$ cat config.mk
export PLATFORM = sky130hd
export DESIGN_NAME = multicycle_control
export DESIGN_NICKNAME = d
export VERILOG_FILES = /design/src/rtl/mc_pkg.sv /design/src/rtl/multicycle_control.sv
export SDC_FILE = /design/constraint.sdc
export NUM_CORES = 1
export LEC_CHECK = 0
export BUFFER_PORTS_ARGS = -buffer_cell sky130_fd_sc_hd__buf_2
export CORE_MARGIN = 3
export CORE_UTILIZATION = 36
export CTS_BUF_LIST = sky130_fd_sc_hd__clkbuf_16
export DETAILED_ROUTE_END_ITERATION = 10
export GPL_ROUTABILITY_DRIVEN = 1
export PLACE_DENSITY = 0.73
export RECOVER_POWER = 25
export REMOVE_ABC_BUFFERS = 1
export SKIP_CTS_REPAIR_TIMING = 1
export SLEW_MARGIN = 25
export SYNTH_ARGS = -nofsm -noshare
export SYNTH_HDL_FRONTEND = slang
export SYNTH_SLANG_ARGS = --single-unit
$ cat constraint.sdc
create_clock -name clk -period 1.8 [get_ports clk]
set_clock_uncertainty 0.15 [all_clocks]
set_input_delay 0.18 -clock clk [delete_from_list [all_inputs] [get_ports clk]]
set_output_delay 0.18 -clock clk [all_outputs]
set_load 0.01 [all_outputs]
$ cat src/rtl/mc_pkg.sv
// Shared encodings for the multi-cycle MIPS control sequencer.
// States, opcodes, datapath select codes and the control bundle.
package mc_pkg;

   typedef enum logic [3:0] {
      S_IDLE      = 4'd0,
      S_FETCH     = 4'd1,
      S_DECODE    = 4'd2,
      S_MEM_ADDR  = 4'd3,
      S_MEM_READ  = 4'd4,
      S_MEM_WB    = 4'd5,
      S_MEM_WRITE = 4'd6,
      S_EXECUTE   = 4'd7,
      S_ALU_WB    = 4'd8,
      S_BRANCH    = 4'd9,
      S_JUMP      = 4'd10
   } state_t;

   localparam logic [5:0] OP_RTYPE = 6'b000000;
   localparam logic [5:0] OP_LW    = 6'b100011;
   localparam logic [5:0] OP_SW    = 6'b101011;
   localparam logic [5:0] OP_BEQ   = 6'b000100;
   localparam logic [5:0] OP_J     = 6'b000010;

   localparam logic [1:0] ALUOP_ADD   = 2'b00;
   localparam logic [1:0] ALUOP_SUB   = 2'b01;
   localparam logic [1:0] ALUOP_FUNCT = 2'b10;

   localparam logic [1:0] SRCB_RT     = 2'b00;
   localparam logic [1:0] SRCB_FOUR   = 2'b01;
   localparam logic [1:0] SRCB_IMM    = 2'b10;
   localparam logic [1:0] SRCB_IMM_SH = 2'b11;

   localparam logic [1:0] PCSRC_ALU    = 2'b00;
   localparam logic [1:0] PCSRC_ALUOUT = 2'b01;
   localparam logic [1:0] PCSRC_JUMP   = 2'b10;

   typedef struct packed {
      logic       pcwrite;
      logic       pcwrite_cond;
      logic       iord;
      logic       irwrite;
      logic       memread;
      logic       memwrite;
      logic       memtoreg;
      logic       regdst;
      logic       regwrite;
      logic       alusrca;
      logic [1:0] alusrcb;
      logic [1:0] aluop;
      logic [1:0] pcsource;
      logic       illegal;
      logic       retire;
   } ctrl_t;

   function automatic logic is_mem_op(input logic [5:0] op);
      return (op == OP_LW) || (op == OP_SW);
   endfunction

endpackage

$ cat src/rtl/multicycle_control.sv
// Multi-cycle MIPS control FSM: steps shared ALU and unified memory port.
// Moore outputs per state plus Mealy strobes on the memory ready cycle.
module multicycle_control
   import mc_pkg::*;
(
   input  logic       clk,
   input  logic       reset,
   input  logic [5:0] opcode,
   input  logic       mem_ready,
   output logic       pcwrite,
   output logic       pcwrite_cond,
   output logic       iord,
   output logic       irwrite,
   output logic       memread,
   output logic       memwrite,
   output logic       memtoreg,
   output logic       regdst,
   output logic       regwrite,
   output logic       alusrca,
   output logic [1:0] alusrcb,
   output logic [1:0] aluop,
   output logic [1:0] pcsource,
   output logic       illegal,
   output logic       retire,
   output logic [3:0] state
);

   state_t state_q;
   state_t state_d;
   ctrl_t  c;

   always_ff @(posedge clk or negedge reset) begin
      if (!reset) begin
         state_q <= S_IDLE;
      end else begin
         state_q <= state_d;
      end
   end

   always_comb begin
      c       = '0;
      state_d = state_q;
      unique case (state_q)
         S_IDLE: begin
            state_d = S_FETCH;
         end
         S_FETCH: begin
            c.memread  = 1'b1;
            c.iord     = 1'b0;
            c.alusrca  = 1'b0;
            c.alusrcb  = SRCB_FOUR;
            c.aluop    = ALUOP_ADD;
            c.pcsource = PCSRC_ALU;
            // IR and PC load only once memory delivers the word
            if (mem_ready) begin
               c.irwrite = 1'b1;
               c.pcwrite = 1'b1;
               state_d   = S_DECODE;
            end
         end
         S_DECODE: begin
            c.alusrca = 1'b0;
            c.alusrcb = SRCB_IMM_SH;
            c.aluop   = ALUOP_ADD;
            if (is_mem_op(opcode)) begin
               state_d = S_MEM_ADDR;
            end else begin
               case (opcode)
                  OP_RTYPE: state_d = S_EXECUTE;
                  OP_BEQ:   state_d = S_BRANCH;
                  OP_J:     state_d = S_JUMP;
                  default: begin
                     c.illegal = 1'b1;
                     state_d   = S_FETCH;
                  end
               endcase
            end
         end
         S_MEM_ADDR: begin
            c.alusrca = 1'b1;
            c.alusrcb = SRCB_IMM;
            c.aluop   = ALUOP_ADD;
            state_d   = (opcode == OP_SW) ? S_MEM_WRITE
                                          : S_MEM_READ;
         end
         S_MEM_READ: begin
            c.memread = 1'b1;
            c.iord    = 1'b1;
            if (mem_ready) begin
               state_d = S_MEM_WB;
            end
         end
         S_MEM_WB: begin
            c.regdst   = 1'b0;
            c.memtoreg = 1'b1;
            c.regwrite = 1'b1;
            c.retire   = 1'b1;
            state_d    = S_FETCH;
         end
         S_MEM_WRITE: begin
            c.memwrite = 1'b1;
            c.iord     = 1'b1;
            if (mem_ready) begin
               c.retire = 1'b1;
               state_d  = S_FETCH;
            end
         end
         S_EXECUTE: begin
            c.alusrca = 1'b1;
            c.alusrcb = SRCB_RT;
            c.aluop   = ALUOP_FUNCT;
            state_d   = S_ALU_WB;
         end
         S_ALU_WB: begin
            c.regdst   = 1'b1;
            c.regwrite = 1'b1;
            c.memtoreg = 1'b0;
            c.retire   = 1'b1;
            state_d    = S_FETCH;
         end
         S_BRANCH: begin
            c.alusrca      = 1'b1;
            c.alusrcb      = SRCB_RT;
            c.aluop        = ALUOP_SUB;
            c.pcwrite_cond = 1'b1;
            c.pcsource     = PCSRC_ALUOUT;
            c.retire       = 1'b1;
            state_d        = S_FETCH;
         end
         S_JUMP: begin
            c.pcwrite  = 1'b1;
            c.pcsource = PCSRC_JUMP;
            c.retire   = 1'b1;
            state_d    = S_FETCH;
         end
         default: begin
            state_d = S_IDLE;
         end
      endcase
   end

   assign pcwrite      = c.pcwrite;
   assign pcwrite_cond = c.pcwrite_cond;
   assign iord         = c.iord;
   assign irwrite      = c.irwrite;
   assign memread      = c.memread;
   assign memwrite     = c.memwrite;
   assign memtoreg     = c.memtoreg;
   assign regdst       = c.regdst;
   assign regwrite     = c.regwrite;
   assign alusrca      = c.alusrca;
   assign alusrcb      = c.alusrcb;
   assign aluop        = c.aluop;
   assign pcsource     = c.pcsource;
   assign illegal      = c.illegal;
   assign retire       = c.retire;
   assign state        = state_q;

endmodule

==> metrics.md <==
| Metric | Value |
|---|---|
| Gpl congestion | `around 0.81` |
| Status | `complete, no violations` |
| Fmax | `slightly below 600 MHz` |
| Clk pwr share | `a little over a quarter` |
| Clock tree buffer depth | `2` |
| Layout cells sized above 1 | `between 30% and 40%` |
| Setup ws final | `0.106 ns` |
| Area fraction of the dominant cell type after synthesis | `19.7%` |
| Final std cells w/o fill | `roughly 110` |
| Worst-Skew Late Latency | `0.22 ns` |
| Rows | `12` |
| Hpwl dp | `between 1000 and 1500 µm` |
| Worst path slowest cell | `dfrtp_1` |
| Count of flip-flops with a built-in enable after synthesis | `0` |
| Placed Instance Area | `around 650 µm²` |
| Ys async rst share | `100%` |
| Simple-Gate Fraction of Synth Area | `approximately two fifths` |
| Switch Pwr | `roughly 0.52 mW` |
| Filler Cell Count | `125` |
| Sw frac | `between 40% and 50%` |
| Post-synthesis mux area share | `about 3.9%` |
| Die Width | `around 44 µm` |
| Largest net degree at the start of global routing | `17` |
| Buffers on Ports | `30` |
| Initial drt markers | `10` |
| Compound-Gate Fraction of Synth Area | `~26%` |
| Drt drc | `0` |
| Worst EP arrival | `approximately 1.4 ns` |
| MaxCap Viol Count | `0` |
| Fin Hold WS | `about 0.12 ns` |
| Fin crit share | `between 90 and 100%` |
| # placed instances | `between 100 and 150` |
| Crit Path Category | `register to output pin` |
| Largest family of logic cells by synthesized area | `simple AND/OR/NAND/NOR gates` |
| Grt total ovfl | `0` |
| P_leak | `0.380 nW` |
| Setup violators final | `0` |
| Primary FF master, synth | `dfrtp_1` |
| Avg Inst Size Synth | `between 7 and 8 µm²` |
| Initial antenna violation count | `0` |
| Largest fanout on the critical path | `11` |
| Vias in the first global route | `between 400 and 500` |
| WL/cell | `11.5 µm` |
| Ys Warns | `0` |
| Unrepaired setup endpoints after global routing | `true` |
| Max transition margin | `roughly 75%` |
| CTS Sinks | `4` |
| CTS Buf Count | `3` |
| Worst-path clk slew | `about 0.03 ns` |
| Adder-cell share of the synthesized area | `0%` |
| Register area share after synthesis | `19.7%` |
| Syn Std Cell Area | `about 510 µm²` |
| Internal power | `~0.74 mW` |
| Initial Util | `a little over two fifths` |
| CTS tree | `yes` |
| Die H | `around 44 µm` |
| Power consumption | `1.26 mW` |
| Part of the power in registers | `approximately a fifth` |
| Inserted Diodes | `0` |
| Area of the core | `1220 µm²` |
| Leading post-synthesis cells by cell area | `dfrtp_1 20%, nor2_1 9.6%, nor2b_1 6.2%` |
| Vias | `603` |
| Setup_tns | `0 ns` |
| Via/cell ratio | `approximately 5.3` |
| H-tree levels | `1` |
| Ports | `31` |
| Worst vdd ir | `1.15 mV` |
| Pwr dens | `1700 nW/µm²` |
| Storage element area | `~100 µm²` |
| Pin slew with the least headroom to its limit | `0.371 ns` |
| Pre-CTS setup slack | `approximately 0.16 ns` |
| Finished Core Util | `roughly three fifths` |
| Pins Over Slew Limit | `0` |
| Post-route cell area | `742 µm²` |
| Initial DRT Pass Iterations | `4` |
| Final-stage net count | `110` |
| Setup crit end kind | `output pin` |
| Cells after Synth | `69` |
| Seq cells post-synth | `4` |
| Data required, critical path | `between 1 and 1.5 ns` |
| Synth Area in XOR/XNOR | `around 3.4%` |
| Final hold violation count | `0` |
| Max reg flops | `4` |
| Clk root buf | `clkbuf_16` |
| Startpoint Class | `register` |
| First-pass GRT wire length | `~2100 µm` |
| Critical path cell sequence | `and2b_4 > a22oi_1 > nor2_1 > buf_2` |
| Comb power frac | `a little over half` |
| Area Overhead vs Synth | `46.1%` |
| Synth top cells by count | `13 x nor2_1, 5 x nor2b_1, 4 x dfrtp_1` |
| Post-synth cell types | `35` |
| Drt total wl | `roughly 1300 µm` |
| Die Area | `around 1900 µm²` |
| Area leader, netlist | `dfrtp_1` |
| Multi-input gate area | `between 300 and 400 µm²` |
| Top-count cell post-synth | `nor2_1` |
| Slowest cell delay on critical path | `0.50 ns` |
| Fin crit period | `around 1.7 ns` |
| Final ANT Viol Nets | `0` |
| GRT Total Usage | `between 10 and 15%` |
| Worst min-delay path class | `input pin to register` |
## path summary, 6_finish.rpt
check | from | endpoint | slack [ns] | depth (start not counted)
worst max register to register | state[2] | state[1] | 0.13 | 3
worst min register to register | state[3] | state[2] | 0.45 | 1
min in group asynchronous | reset | state[0] | 0.17 | 2
max in group asynchronous | reset | state[1] | 1.13 | 2
worst max-delay path | state[0] | pcwrite | 0.11 | 4
worst min-delay path | opcode[4] | state[3] | 0.12 | 3
## per-layer routing
| layer | part of all wire, % | vias up | global-route usage [%] | wire length (µm) |
|---|---|---|---|---|
| met5 | 0 | - | 0 | 0 |
| met4 | 0 | 0 | 1.81 | 0 |
| met1 | 44 | 263 | 19.9 | 575 |
| li1 | - | 314 | - | - |
| met3 | 9.8 | 0 | 4.15 | 127 |
| met2 | 46 | 26 | 21.2 | 590 |
## cell type report
class | instances | share of cell area, %
inverters | 1 | 0.506
well taps | 14 | 2.36
clock buffers | 3 | 10.1
flip-flops and latches | 4 | 13.8
multi-input cells | 58 | 49.7
repair buffers | 33 | 23.4
## placed cells by master, fill, tap and decap left out, drive strengths merged, types with 2 or more instances in the layout
cell / instances
o21bai: 2
nor3: 3
nand2b: 2
clkbuf: 4
a21oi: 3
and3: 3
mux2i: 2
dfrtp: 4
a31oi: 2
and2: 2
nor2b: 5
nand2: 2
nor2: 13
buf: 31
## worst max-delay path, delay by kind of cell (launching register included)
family | cells | cell delay, ns
AOI/OAI and AO/OA | 1 | 0.19
buffers and inverters | 1 | 0.15
DFF | 1 | 0.50
and+or+nand+nor | 2 | 0.30
## power by group through the flow
stage	sequential (mW)	clock, mW	combinational [mW]
floorplan	0.249	0	0.400
global placement	0.235	0	0.676
detailed placement	0.235	0	0.686
CTS	0.234	0.345	0.688
global route	0.255	0.355	0.760
finish	0.238	0.340	0.683
## kinds of logic (layout without fill, tap and decap cells)
logic type,Yosys count,count (layout)
buf+inv,7,37
simple gates,36,36
flops,4,4
xor+xnor,2,2
compound gates,18,18
mux,2,2
No activity file was read; power rests on OpenSTA's default activity.
